<file path="src/rtl/xor21_parity_sched.sv">
// Round-robin scheduler that streams requester words through one shared
// 21-input XOR cell, one slice per cycle, and returns the even-parity bit.
//
// state | meaning
// IDLE  | waiting for a request; XA parked at zero
// RUN   | driving slice SC of the captured word onto XA, folding XZ into ACC
// DONE  | parity complete; result registered onto PAR/RID/VALID next edge
module xor21_parity_sched #(
  parameter int NREQ = 4,
  parameter int SLICES = 4,
  localparam int W = 21 * SLICES,
  localparam int IDW = (NREQ > 1) ? $clog2(NREQ) : 1
) (
  input  logic              CK,
  input  logic              RSTN,
  input  logic [NREQ-1:0]   REQ,
  input  logic [NREQ*W-1:0] DIN,
  output logic [NREQ-1:0]   GNT,
  output logic [20:0]       XA,
  input  logic              XZ,
  output logic              VALID,
  output logic              PAR,
  output logic [IDW-1:0]    RID,
  output logic              BUSY
);

  localparam int SCW = (SLICES > 1) ? $clog2(SLICES) : 1;

  typedef enum logic [1:0] {IDLE, RUN, DONE} state_t;

  state_t         state, state_nxt;
  logic [IDW-1:0] ptr, id, win, idx;
  logic           found;
  logic [W-1:0]   sh;
  logic [SCW-1:0] sc;
  logic           acc;
  logic           last_slice;

  logic [W-1:0]   din_a   [NREQ];
  logic [20:0]    slice_a [SLICES];

  for (genvar g = 0; g < NREQ; g++) begin : g_din
    assign din_a[g] = DIN[g*W +: W];
  end

  for (genvar g = 0; g < SLICES; g++) begin : g_slice
    assign slice_a[g] = sh[g*21 +: 21];
  end

  assign last_slice = (sc == SCW'(SLICES - 1));

  // First set request at or after the pointer, wrapping modulo NREQ.
  always_comb begin
    found = 1'b0;
    win   = '0;
    idx   = '0;
    for (int k = 0; k < NREQ; k++) begin
      idx = IDW'((int'(ptr) + k) % NREQ);
      if (!found && REQ[idx]) begin
        found = 1'b1;
        win   = idx;
      end
    end
  end

  always_comb begin
    state_nxt = state;
    XA        = '0;
    case (state)
      IDLE: if (found) state_nxt = RUN;
      RUN: begin
        XA = slice_a[sc];
        if (last_slice) state_nxt = DONE;
      end
      DONE:    state_nxt = IDLE;
      default: state_nxt = IDLE;
    endcase
  end

  always_ff @(posedge CK) begin
    if (!RSTN) begin
      state <= IDLE;
      ptr   <= '0;
      acc   <= 1'b0;
      sc    <= '0;
      sh    <= '0;
      id    <= '0;
      GNT   <= '0;
      VALID <= 1'b0;
      PAR   <= 1'b0;
      RID   <= '0;
      BUSY  <= 1'b0;
    end else begin
      state <= state_nxt;
      GNT   <= '0;
      VALID <= (state == DONE);
      BUSY  <= (state_nxt != IDLE);
      if (state == DONE) begin
        PAR <= acc;
        RID <= id;
      end
      case (state)
        IDLE: begin
          if (found) begin
            sh       <= din_a[win];
            id       <= win;
            acc      <= 1'b0;
            sc       <= '0;
            ptr      <= (win == IDW'(NREQ - 1)) ? '0 : win + 1'b1;
            GNT[win] <= 1'b1;
          end
        end
        RUN: begin
          acc <= acc ^ XZ;
          if (!last_slice) sc <= sc + 1'b1;
        end
        default: ;
      endcase
    end
  end

endmodule

</file>
<file path="config.mk">
export PLATFORM = sky130hd
export DESIGN_NAME = xor21_parity_sched
export DESIGN_NICKNAME = d
export VERILOG_FILES = /design/src/rtl/xor21_parity_sched.sv
export SDC_FILE = /design/constraint.sdc
export NUM_CORES = 1
export LEC_CHECK = 0
export CORE_AREA = 2 2 146 148
export CTS_BUF_LIST = sky130_fd_sc_hd__clkbuf_4
export DETAILED_ROUTE_END_ITERATION = 8
export DIE_AREA = 0 0 148 150
export PLACE_DENSITY = 0.71
export SLEW_MARGIN = 0
export SYNTH_ARGS = -nofsm -noshare
export SYNTH_HDL_FRONTEND = slang
export SYNTH_SLANG_ARGS = --single-unit
</file>
<file path="constraint.sdc">
create_clock -name CK -period 2.55 [get_ports CK]
set_input_delay 0.51 -clock CK [delete_from_list [all_inputs] [get_ports CK]]
set_output_delay 0.51 -clock CK [all_outputs]
set_load 0.005 [all_outputs]
</file>
==> flow_summary_export.csv <==
group,metric,value,unit
place,portBuffers,372,
route,top_layer_used,"met4",
timing,slew-limit-headroom,78.3,%
route,ant_nets,0,
cells_and_area,fillCellCount,1929,
worst_setup_path,crit_path_end,"XA[9]",
yosys,ys_ff_latch,102,
clock_tree,clock_sinks,102,
route,vias,7446,
cells_and_area,drive_above_1_share,11.3,%
clock_tree,root_buffer,"clkbuf_4",
yosys,synth-seq-area-share,29.2,%
worst_setup_path,ff2ff_setup_slack,0.51,ns
floorplanning,initial_core_util,33.8,%
timing,fmax,407,MHz
global_routing,grt_pass1_wl,42300,um
floorplanning,dieArea,22200,um2
worst_hold_path,whs_path_depth,2,
floorplanning,rows,53,
timing,finalMaxSlewViolations,0,
clock_tree,path_clk_slew,0.17,ns
cells_and_area,multi_input_area,4540,um2
power_and_ir_drop,power.leakage,4.47,nW
yosys,avgSynthCellArea,8.75,um2
route,wl,28500,um
worst_hold_path,worstHoldStart,"id[1]",
cells_and_area,most-common-layout-cells,"351 x clkdlybuf4s50_1, 101 x dfxtp_1, 92 x nand2_1, 87 x mux2i_1",
worst_setup_path,end_kind,"primary output",
yosys,synth_warnings,0,
timing,rsz0062_at_grt,"false",
route,drt_first_pass_iters,4,
worst_setup_path,startpoint_type,"flip-flop",
power_and_ir_drop,p_per_area,460,nW/um2
clock_tree,insertion_delay,0.50,ns
clock_tree,cts_tree,"built",
floorplanning,core,20700,um2
timing,hold_viol_final,0,
cells_and_area,layout.area.seq,2050,um2
floorplanning,io_pins,373,
cells_and_area,final_common_cell,"clkdlybuf4s50_1",
route,wl_per_cell,19.6,um
global_routing,grt_usage,25.1,%
power_and_ir_drop,max-vdd-ir-drop,257,uV
timing,tns,0,ns
power_and_ir_drop,power,5.32,mW
timing,worst_pin_slew,0.317,ns
route,vias_per_cell,5.13,
route,met3_length,2330,um
worst_setup_path,critPathKind,"flip-flop to primary output",
timing,period_share,96.4,%
global_routing,grt_pass1_vias,7397,
place,hpwlAfterDp,22600,um
route,dr.first_iter.drc_count,289,
floorplanning,die-width,148,um
route,drt-met1-wl,12100,um
worst_setup_path,r2r_end,"sh[4]",
yosys,synth_area,6990,um2
job,max_cap_viol_count,0,
route,route.met2.wl,13700,um
yosys,synth.distinct_cells,37,
worst_setup_path,startpoint,"sc[0]",
cells_and_area,area_delta_synth_final,65.3,%
yosys,synth_fp_nets,1147,
global_routing,grt-ovfl-total,0,
route,drc,0,
timing,skew,0.0188,ns
yosys,synthCells,799,
worst_setup_path,arrival,1.95,ns
timing,setup_violations,0,
global_routing,antenna_found_initial,1,
worst_setup_path,r2r_start,"ptr[1]",
place,place_congestion,0.870,
timing,min_period,2.46,ns
worst_setup_path,crit_required,2.04,ns
worst_setup_path,cp_max_fo,5,
floorplanning,die_h,150,um
worst_setup_path,reg2regPathDepth,7,
global_routing,grt_max_degree,50,
worst_hold_path,hp-class,"flip-flop to flip-flop",
clock_tree,htreeDepth,3,
outcome,status,"completed",
clock_tree,clockBufferDepth,2,
cells_and_area,finalNetCount,1518,
clock_tree,numCtsBuffers,9,
-- critical path: stages (launching register included) --
cell and delay [ns]:
dfxtp_4 0.42, buf_12 0.13, clkbuf_16 0.15, mux4_2 0.48, nor2b_1 0.14, buf_2 0.14
-- sequential cells by signal, summed over array words and instances, names as in the netlist --
register,flops
BUSY,1
GNT,4
PAR,1
RID,2
VALID,1
acc,1
id,2
ptr,2
sc,2
sh,84
state,2
-- report_power, final --
part	switching [mW]	internal, mW	leakage [nW]	total [mW]
clock	0.615	0.312	0.0777	0.927
sequential	0.229	1.84	0.842	2.07
combinational	0.953	1.37	3.55	2.32
total	1.80	3.52	4.47	5.32
-- cells in the mapped netlist (all sizes together) --
| master | number | area, um2 |
|---|---|---|
| or3 | 2 | 12.5 |
| o22ai | 1 | 6.26 |
| and2b | 1 | 10.0 |
| o21bai | 1 | 7.51 |
| nand2 | 92 | 345 |
| nand2b | 3 | 18.8 |
| dfxtp | 102 | 2040 |
| or2 | 2 | 12.5 |
| nor2 | 14 | 55.1 |
| o31a | 1 | 8.76 |
| and3 | 5 | 31.3 |
| a211oi | 2 | 20.0 |
| o21ai | 84 | 420 |
| mux2i | 87 | 871 |
| o211ai | 83 | 623 |
| inv | 4 | 15.0 |
| o31ai | 1 | 7.51 |
| clkbuf | 24 | 90.1 |
| nand3b | 2 | 15.0 |
| nor4 | 1 | 12.5 |
| mux4 | 21 | 473 |
| buf | 57 | 339 |
| nor2b | 23 | 144 |
| ha | 5 | 62.6 |
| o21a | 84 | 631 |
| nor3 | 2 | 15.0 |
| nor3b | 85 | 649 |
| a21oi | 8 | 40.0 |
| nand3 | 2 | 10.0 |
-- per-layer routing --
layer	track usage [%]	up-vias
met3	5.64	20
met5	0	-
met1	32.2	3414
met2	42.9	319
met4	6.00	0
li1	-	3693
-- worst min path at each step --
| stage | to |
|---|---|
| 2_1_floorplan | id[0] |
| 3_5_place_dp | id[1] |
| 3_3_place_gp | id[1] |
| 4_1_cts | id[1] |
| 6_report | id[1] |
| 5_1_grt | id[1] |
-- timing repair --
action / 4_1_cts / 5_1_grt
endpoints found under the setup margin: 21 / 4
hold buffers: 0 / 0
gates cloned: 1 / 1
setup buffers: 6 / 0
gates resized for setup: 71 / 1
hold endpoints to repair: 0 / 0
-- layout make-up --
| class | instances | area share, % |
|---|---|---|
| multi-input cells | 612 | 39.3 |
| repair buffers | 441 | 38.6 |
| clock inverters | 7 | 0.671 |
| diodes | 1 | 0.0217 |
| clock buffers | 9 | 0.585 |
| flip-flops and latches | 102 | 17.7 |
| well taps | 275 | 2.98 |
| inverters | 4 | 0.130 |
-- cells by family after synthesis --
| logic type | synth area share [%] |
|---|---|
| AOI/OAI and AO/OA | 25.2 |
| adders and majority gates | 0.895 |
| buffers and inverters | 6.36 |
| DFF | 29.2 |
| muxes | 19.2 |
| and+or+nand+nor | 19.1 |
-- stage by stage --
stage	setup WS, ns	instance area (um2)	utilization (%)	std cells	hold WS, ns
after CTS	0.00192	11500	55.7	1449	0.467
final	0.0907	11600	55.8	1451	0.466
after global routing	0.0154	11600	55.8	1451	0.494
after floorplan	0.499	6990	-	799	0.436
after global placement	-0.0859	11400	55.0	1426	0.447
after detailed placement	-0.116	11400	55.0	1426	0.446
Note: power is estimated with default switching activity, not from simulation.
